[src/rtl/bcd_to_decimal_stream_decoder.sv]
`default_nettype none
// ============================================================================
// Module      : bcd_to_decimal_stream_decoder
// Description : Accepts a packed multi-digit BCD word and emits one one-hot
//               10-bit decimal code per digit, LSD first, over valid/ready.
//               Codes 4'hA-4'hF (or unknown bits) are flagged with out_err.
// Options     : define ERR_CNT_EN to add the saturating 8-bit err_cnt output.
// Revision    : 1.0 - initial release
// ============================================================================
module bcd_to_decimal_stream_decoder #(
  parameter int DIGITS = 4,
  parameter int IDX_W  = 2
) (
  input  logic                  clk,
  input  logic                  rst,
  input  logic [4*DIGITS-1:0]   in_bcd,
  input  logic                  in_valid,
  output logic                  in_ready,
  output logic [9:0]            out_dec,
  output logic                  out_err,
  output logic [IDX_W-1:0]      out_idx,
  output logic                  out_last,
  output logic                  out_valid,
  input  logic                  out_ready
`ifdef ERR_CNT_EN
  ,
  output logic [7:0]            err_cnt
`endif
);

  localparam int              W        = 4 * DIGITS;
  localparam logic [IDX_W-1:0] LAST_IDX = IDX_W'(DIGITS - 1);

  typedef enum logic [0:0] {
    ST_IDLE = 1'b0,
    ST_EMIT = 1'b1
  } state_t;

  state_t           state_q, state_d;
  logic [W-1:0]     sr_q, sr_d;       // digits still waiting to be emitted, next one in [3:0]
  logic [9:0]       dec_q, dec_d;
  logic             err_q, err_d;
  logic [IDX_W-1:0] idx_q, idx_d;
  logic             last_q, last_d;
  logic             valid_q, valid_d;
  logic [IDX_W-1:0] w_idx_inc;
  logic             w_xfer;

  // {err, one-hot}; an unknown or >9 code fails the compare and lands in the error branch
  function automatic logic [10:0] decode_digit(input logic [3:0] v);
    logic [10:0] r;
    r = {1'b1, 10'b0};
    if (v < 4'd10) begin
      r = {1'b0, 10'd1 << v};
    end
    return r;
  endfunction

  assign w_xfer    = valid_q && out_ready;
  assign w_idx_inc = idx_q + IDX_W'(1);

  // Next-state and next-output logic for the accept/emit sequencer
  always_comb begin
    state_d = state_q;
    sr_d    = sr_q;
    dec_d   = dec_q;
    err_d   = err_q;
    idx_d   = idx_q;
    last_d  = last_q;
    valid_d = valid_q;
    case (state_q)
      ST_IDLE: begin
        if (in_valid) begin
          state_d        = ST_EMIT;
          {err_d, dec_d} = decode_digit(in_bcd[3:0]);
          sr_d           = in_bcd >> 4;
          idx_d          = '0;
          last_d         = (LAST_IDX == '0);
          valid_d        = 1'b1;
        end
      end
      ST_EMIT: begin
        if (w_xfer) begin
          if (last_q) begin
            state_d = ST_IDLE;
            valid_d = 1'b0;
          end else begin
            {err_d, dec_d} = decode_digit(sr_q[3:0]);
            sr_d           = sr_q >> 4;
            idx_d          = w_idx_inc;
            last_d         = (w_idx_inc == LAST_IDX);
          end
        end
      end
      default: begin
        state_d = ST_IDLE;
        valid_d = 1'b0;
      end
    endcase
  end

  // State and registered outputs; reset aborts any word in progress
  always_ff @(posedge clk or posedge rst) begin
    if (rst) begin
      state_q <= ST_IDLE;
      sr_q    <= '0;
      dec_q   <= '0;
      err_q   <= 1'b0;
      idx_q   <= '0;
      last_q  <= 1'b0;
      valid_q <= 1'b0;
    end else begin
      state_q <= state_d;
      sr_q    <= sr_d;
      dec_q   <= dec_d;
      err_q   <= err_d;
      idx_q   <= idx_d;
      last_q  <= last_d;
      valid_q <= valid_d;
    end
  end

  assign in_ready  = (state_q == ST_IDLE);
  assign out_dec   = dec_q;
  assign out_err   = err_q;
  assign out_idx   = idx_q;
  assign out_last  = last_q;
  assign out_valid = valid_q;

`ifdef ERR_CNT_EN
  logic [7:0] err_cnt_q;

  // Count transferred error digits, sticking at all-ones
  always_ff @(posedge clk or posedge rst) begin
    if (rst) begin
      err_cnt_q <= 8'd0;
    end else if (w_xfer && err_q && (err_cnt_q != 8'hFF)) begin
      err_cnt_q <= err_cnt_q + 8'd1;
    end
  end

  assign err_cnt = err_cnt_q;
`endif

endmodule
`default_nettype wire
[config.mk]
export PLATFORM = sky130hd
export DESIGN_NAME = bcd_to_decimal_stream_decoder
export DESIGN_NICKNAME = d
export VERILOG_FILES = /design/src/rtl/bcd_to_decimal_stream_decoder.sv
export SDC_FILE = /design/constraint.sdc
export NUM_CORES = 1
export LEC_CHECK = 0
export ABC_AREA = 1
export CORE_UTILIZATION = 44
export CTS_CLUSTER_SIZE = 14
export DETAILED_ROUTE_END_ITERATION = 10
export GPL_ROUTABILITY_DRIVEN = 1
export PLACE_DENSITY = 0.86
export SYNTH_ARGS = -nofsm -noshare
export SYNTH_HDL_FRONTEND = slang
export SYNTH_SLANG_ARGS = --single-unit
[constraint.sdc]
create_clock -name clk -period 1.07 [get_ports clk]
set_input_delay 0.214 -clock clk [delete_from_list [all_inputs] [get_ports clk]]
set_output_delay 0.214 -clock clk [all_outputs]
set_load 0.005 [all_outputs]
# Word level (Yosys, flattened, before mapping)
# Index checks and enable logic that the tools add are counted.
# word_totals
register_bits	32
latch_bits	0
ramBits	0
romBits	0
in_bits	20
out_inout_bits	16
n_memories	0
# classes
n_addsub	1
multipliers	0
n_div	0
n_lt_le_gt_ge	2
eq_ne	5
shifts	2
n_mux	30
bitwise_logic	1
reduce_logical	4
# ops
cell	count
two-way mux 16 bit	3
case mux 16 bit (2 select lines)	1
two-way mux 10 bit	3
two-way mux 11 bit	2
case mux 10 bit (2 select lines)	1
left shift 1 x 4 -> 10 bit (first input constant)	2
two-way mux 1 bit	12
less-than comparator 4 bit (second input constant)	2
case mux 1 bit (2 select lines)	4
two-way mux 2 bit	3
AND reduction 3 bit	2
!= test 2 x 1 -> 1 bit (second input constant)	2
!= test 2 bit (second input constant)	2
case mux 2 bit (2 select lines)	1
adder 2 x 1 -> 2 bit (second input constant)	1
equality test 2 bit (second input constant)	1
AND reduction 2 bit	1
logical AND 1 bit	1
inverter 1 bit	1

# Logic depth before layout (Yosys ltp)
# Gate-level depths: netlist (run 1).
# depth
word_depth	5
ltp_mapped	8

# Least setup slack after synthesis (run 1)
# OpenSTA, ideal clock, no wires.
# synth_timing
kind	reg2reg
startpoint	reg last_q (netlist: out_last)
endpoint	reg idx_q[0] (netlist: out_idx[0])
setup_ns	0.126
arrival_ns	1.048
path_slack_ns	-0.103
path_stages_with_launch	9
n_path_buf	2
synth_period_minus_slack_ns	1.173
path_cell_list	dfrtp_1 inv_1 nand2_2 nand2_1 nand2_2 buf_6 buf_8 nand2_1 o31ai_1
# synth_via
elab_chain_cells	2
# synth_rtl
element	line_no	text
from (decl)	44	logic last_q, last_d;
from (signal assigned)	118	last_q <= last_d;
!= test 2 bit (no line)	n/a	
AND reduction 3 bit (no line)	n/a	
to (signal assigned)	117	idx_q <= idx_d;
to (decl)	43	logic [IDX_W-1:0] idx_q, idx_d;
# No other way between the ends.
# A chain may end at the register's enable or synchronous reset.

# Worst setup path after layout (run 1)
# layout_timing
startpoint	reg state_q
endpoint	reg dec_q[0] (netlist: out_dec[0])
# layout_via
elab_chain_cells	3
word_cells_on_any_way	6
classes_between	eq/ne: 3; mux: 1; bitwise: 1; reduce/logical: 1
# layout_rtl
element	line_no	text
from (decl)	39	state_t state_q, state_d;
from (signal assigned)	113	state_q <= state_d;
inverter 1 bit	n/a	
!= test 2 bit (no line)	n/a	
AND reduction 3 bit (no line)	n/a	
to (signal assigned)	107	dec_q <= '0;
to (signal assigned)	115	dec_q <= dec_d;
to (decl)	41	logic [9:0] dec_q, dec_d;
# Parallel ways exist; a longest one is shown, timed or not.

==> results of run 1 <==
==> worst reg2reg max path, delay by kind of cell, from the launching register on <==
| kind | cells | cell delay (ns) |
|---|---|---|
| flops | 1 | 0.44 |
| simple gates | 5 | 0.39 |
| buf+inv | 3 | 0.41 |
==> layout by cell type, fill, tap and decap left out, types with 2 or more instances in the layout <==
| cell type | instances |
|---|---|
| nor2_1 | 14 |
| o21ai_1 | 3 |
| clkdlybuf4s50_1 | 19 |
| nand2_2 | 2 |
| dfrtp_1 | 28 |
| o31ai_1 | 2 |
| nand3_1 | 16 |
| inv_2 | 2 |
| o21ai_2 | 17 |
| nand2_4 | 3 |
| inv_1 | 8 |
| clkinvlp_4 | 2 |
| buf_6 | 3 |
| clkbuf_4 | 3 |
| buf_12 | 2 |
| buf_4 | 21 |
| or2_2 | 8 |
| nor2_2 | 2 |
| nand2_1 | 71 |
| buf_2 | 15 |
==> flip-flops by register name, summed over array words and instances, names as in the netlist <==
name	flops
out_last	1
out_valid	1
out_dec	10
out_idx	2
sr_q	12
out_err	1
state_q	1
==> cell families (layout without fill, tap and decap cells) <==
family / count (synthesis) / in the layout / synth area share [%]
AND/OR/NAND/NOR: 118 / 118 / 32.8
flip-flops: 28 / 28 / 46.8
AO/OA/AOI/OAI: 26 / 26 / 12.2
buffers and inverters: 19 / 77 / 7.36
adder cells (fa/ha/maj): 1 / 1 / 0.836
==> where the power goes <==
part           switching, uW  leakage (uW)  internal [uW]
Clock                    305     0.0000210            208
Sequential                 0      0.000329           1060
Combinational           52.0      0.000616           77.9
==> area by class of cell <==
cell class                      count  area, um^2  area share (%)
Sequential cell                    28         701            33.3
Timing Repair Buffer               61         502            23.9
Multi-Input combinational cell    145         757            36.0
Clock buffer                        4        36.3            1.73
Timing Repair inverter              1        7.51           0.357
Inverter                           11        45.0            2.14
Tap cell                           44        55.1            2.62
==> path summary, 6_finish.rpt <==
check                      slack (ns)              startpoint  cells after the start                      to
hold reg to reg                  0.50  out_dec[8]$_DFFE_PP0P_                      2  out_dec[8]$_DFFE_PP0P_
setup / recovery                -0.24       state_q$_DFF_PP0_                      8  out_dec[0]$_DFFE_PP0P_
hold / removal                   0.19                     rst                      3  out_dec[1]$_DFFE_PP0P_
min in group clk                 0.43              in_bcd[12]                      3     sr_q[8]$_DFFE_PP0P_
setup reg to reg                -0.24       state_q$_DFF_PP0_                      8  out_dec[0]$_DFFE_PP0P_
max in group asynchronous        0.72                     rst                      3     sr_q[4]$_DFFE_PP0P_
==> routing by layer <==
| layer | share of wire (%) | track usage [%] | vias to the layer above |
|---|---|---|---|
| li1 | - | - | 728 |
| met1 | 44 | 24.6 | 684 |
| met2 | 49 | 36.9 | 51 |
| met3 | 4.7 | 3.03 | 7 |
| met4 | 1.6 | 7.31 | 0 |
| met5 | 0 | 0 | - |
==> through the flow <==
step | std cells | hold slack, ns | setup TNS, ns
final | 294 | 0.185 | -5.59
after CTS | 292 | 0.190 | -4.80
after global placement | 278 | 0.459 | -8.09
after detailed placement | 278 | 0.464 | -9.41
after floorplan | 192 | 0.279 | -1.94
after global routing | 294 | 0.219 | -6.91
==> timing repair <==
| item | CTS | global route |
|---|---|---|
| pin swaps | 14 | 4 |
| endpoints found under the hold margin | 0 | 0 |
| hold buffers | 0 | 0 |
| endpoints found under the setup margin | 41 | 42 |
| setup buffers | 9 | 2 |
| gates resized for setup | 87 | 5 |
| gates cloned | 1 | 0 |
==> flow_summary.toml, run 1 <==
[outcome]
status = "complete, but fails checks"
violations = "negative setup slack"

[routing]
viasPerCell = 5.00
first_pass_iters = 4
wirelength_um = 3300
wl_per_cell_um = 11.2
drt_iter0_drc = 63
vias = 1470
ant_nets = 0
drc = 0

[floorplanning]
floorplan.initialDensity_pct = 47.8
ios = 36
die_w_um = 60.3
fp.dieArea_um2 = 3640
core_um2 = 3130
die_h_um = 60.3
rows = 20

[global_route]
grt_pass1_vias = 1423
antenna_found_initial = 0
grt_max_degree = 29
overflow = 0
grt_first_pass_wirelength_um = 5680
grtUsageTotal_pct = 20.5

[final_layout]
final_area_um2 = 2100
fill_cells = 268
utilization_pct = 67.2
nets = 272
antenna_cells = 0
drive_above_1_share_pct = 34.0
area_growth_pct = 40.6

[sta]
maxSlewHeadroom_pct = 79.4
max_freq_mhz = 761
finalCriticalPeriod_ns = 1.31
fin_ws_ns = -0.244
setup_viol = 35
worst_clock_skew_ns = 0.00542
worstMarginPinSlew_ns = 0.308
hold_viol_final = 0
rsz0062_at_grt = "yes"
fin_crit_sh_pct = 123
slew_viol_final = 0

[synthesis]
synth.distinct_cells = 17
synth_top_area_share_pct = 46.8
syn-cell-area_um2 = 1500
synth_fp_nets = 213
synth_top_cells_by_count = "nand2_1, dfrtp_1, nor2_1"
synth_flop_cell = "dfrtp_1"
synth.area.top_cells = "dfrtp_1, nand2_1, o21ai_2"
avgSynthCellArea_um2 = 7.79
synth_cells = 192
yosys_warnings = 0
ys_seq_elements = 28
yosysTopAreaCell = "dfrtp_1"
synth_edf_count = 0
synth_seq_area_share_pct = 46.8
synth.most_common_cell = "nand2_1"
async_flop_share_pct = 100

[placed_design]
port_buffers = 35
gp_congestion = 0.831
placed_cell_area_um2 = 1970
pre_cts_ws_ns = -0.406
dp_hpwl_um = 2170

[setup_path]
cpPeakStageDelay_ns = 0.44
critPathArrivalTime_ns = 1.56
startpoint_type = "flop"
crit_fanout = 6
crit_slowest_cell = "dfrtp_1"
critPathKind = "reg2reg"
cp_cell_sequence = "buf_6, buf_6, nand2_4, nand2_4, nand2_8, clkinvlp_4, nand2_1, nand2_1"
critPathTopFamily = "flip-flops"
cp.buffers_inverters = 3
required_ns = 1.31
end_kind = "flop"

[clocking]
clock_path_buffers = 2
cts_tree = "done"
insertion_delay_ns = 0.33
cts.clk_slew.worst_paths_ns = 0.15
h-tree-depth = 1
clock-root-buffer = "clkbuf_4"
clock_sinks = 28
numCtsBuffers = 3

[hold_path]
min_path_type = "in2async"

[pwr]
ir_drop_v = 0.000553
p_leak_uw = 0.000966
total_power_uw = 1700
cellPowerDensity_nw_per_um2 = 809

[job]
maxCapViolations = 0
(Power assumes the default switching activity.)
==> run 2: changes to the inputs <==
- SETUP_SLACK_MARGIN: not set -> 0.02
==> flow_summary.toml, run 2 (same netlist as run 1, synthesis figures left out) <==
[placed_design]
gp_congestion = 0.833
pre_cts_ws_ns = -0.420
port_buffers = 35
dp_hpwl_um = 2210

[pwr]
switchingPower_uw = 358
cellPowerDensity_nw_per_um2 = 777
p_leak_uw = 0.00102
pwr-share-comb_pct = 7.6
pwr-share-seq_pct = 62.1
netSwitchingFraction_pct = 21.0
p_int_uw = 1340
ir_drop_v = 0.000522
clockPowerShare_pct = 30.2

[setup_path]
critPathKind = "reg2reg"
cpPeakStageDelay_ns = 0.43
crit_slowest_cell = "dfrtp_1"
r2r_slack_ns = -0.25
critPathArrivalTime_ns = 1.55
r2r_cells = 9
crit_fanout = 18
cp_cell_sequence = "buf_6, inv_4, buf_6, nand2_4, nand2_4, nand2_8, buf_12, nand2_1, o21ai_2"
startpoint_type = "flop"
required_ns = 1.30
end_kind = "flop"
rr_endpoint = "sr_q[6]$_DFFE_PP0P_"
rr_startpoint = "state_q$_DFF_PP0_"

[sta]
hold_viol_final = 0
rsz0062_at_grt = "yes"
worst_clock_skew_ns = 0.00725
max_freq_mhz = 758
setup_tns_ns = -6.28
finalCriticalPeriod_ns = 1.32
worstMarginPinSlew_ns = 0.323
maxSlewHeadroom_pct = 78.4
setup_viol = 40
fin_crit_sh_pct = 123
slew_viol_final = 0
fin_ws_ns = -0.250

[global_route]
grt_first_pass_wirelength_um = 5850
grtUsageTotal_pct = 21.2
grt_pass1_vias = 1407
grt_max_degree = 29
antenna_found_initial = 0
overflow = 0

[floorplanning]
floorplan.initialDensity_pct = 47.8
core_um2 = 3130
fp.dieArea_um2 = 3640
rows = 20
die_h_um = 60.3
ios = 36
die_w_um = 60.3

[final_layout]
drive_above_1_share_pct = 37.8
nets = 281
largest_register = "sr_q"
largest_register_ffs = 12
area_growth_pct = 46.5
fill_cells = 261
final_cell_mix = "nand2_1, dfrtp_1, buf_4, clkdlybuf4s50_1"
antenna_cells = 0
layout_commonest_cell = "nand2_1"

[routing]
ant_nets = 0
vias = 1470
wirelength_um = 3540
drt_iter0_drc = 55
first_pass_iters = 4
wl_per_cell_um = 11.7
viasPerCell = 4.85
drc = 0

[clocking]
hold_buffers = 0
cts.clk_slew.worst_paths_ns = 0.15
cts_tree = "done"
clock_sinks = 28
h-tree-depth = 1
clock_path_buffers = 2
numCtsBuffers = 3
insertion_delay_ns = 0.33
clock-root-buffer = "clkbuf_4"

[job]
maxCapViolations = 0

[outcome]
violations = "negative setup slack"
status = "complete, but fails checks"

[hold_path]
min_path_type = "in2async"
-- run 2: cell types whose count changed in the layout (fill, tap and decap cells not counted), sizes merged --
cell    previous run  this run
buf               41        51
clkbuf             5         4
-- run 2: repair_timing --
action	4_1_cts	5_1_grt
buffers inserted	14	7
pin swaps	7	11
cloned	1	0
setup endpoints to repair	41	44
gates resized for setup	81	17
-- run 2: per-layer routing --
metal / vias to the layer above / part of all wire, % / wire length (um) / track usage, %
li1: 753 / - / - / -
met1: 668 / 44 / 1550 / 26.1
met2: 44 / 51 / 1800 / 37.2
met3: 5 / 4.1 / 146 / 3.25
met4: 0 / 0.93 / 33 / 7.97
met5: - / 0 / 0 / 0
-- run 2: worst max-delay path: cells and delay by family (launching register included) --
kind | cells | cell delay [ns]
compound gates | 1 | 0.05
flops | 1 | 0.43
buf+inv | 4 | 0.44
simple gates | 4 | 0.29
-- run 2: metrics by stage --
| step | instance area, um^2 | hold WS (ns) | total power [uW] | cells | utilization [%] |
|---|---|---|---|---|---|
| final | 2190 | 0.186 | 1700 | 303 | 70.1 |
| after global routing | 2190 | 0.200 | 1780 | 303 | 70.1 |
| after CTS | 2090 | 0.197 | 1720 | 297 | 67.0 |
| after detailed placement | 1970 | 0.464 | 1210 | 278 | 63.0 |
| after global placement | 1970 | 0.459 | 1200 | 278 | 63.0 |
| after floorplan | 1500 | 0.279 | 1110 | 192 | - |
-- run 2: how the worst max path moves through the flow --
stage | startpoint | to | slack [ns] | cells past startpoint
after global routing | state_q$_DFF_PP0_ | out_dec[6]$_DFFE_PP0P_ | -0.30 | 9
after global placement | out_ready | out_dec[6]$_DFFE_PP0P_ | -0.35 | 7
after detailed placement | out_ready | out_dec[4]$_DFFE_PP0P_ | -0.42 | 7
after floorplan | out_last$_DFFE_PP0P_ | out_idx[0]$_DFFE_PP0P_ | -0.09 | 8
after CTS | state_q$_DFF_PP0_ | out_dec[4]$_DFFE_PP0P_ | -0.22 | 9
final | state_q$_DFF_PP0_ | sr_q[6]$_DFFE_PP0P_ | -0.25 | 9
-- run 2: power groups by stage --
stage,clock network [uW],registers [uW],logic (uW)
after floorplan,0,1080,27.6
after detailed placement,0,1080,129
final,515,1060,130
after CTS,528,1060,130
after global routing,575,1060,143
after global placement,0,1080,127
-- run 2: layout make-up --
class	count	area, um^2	area share, %
multi-input combinational	145	757	34.5
timing repair inverter	1	7.51	0.342
tap	44	55.1	2.51
inverter	11	47.5	2.17
sequential	28	701	32.0
clock buffer	4	36.3	1.66
timing repair buffer	70	588	26.8
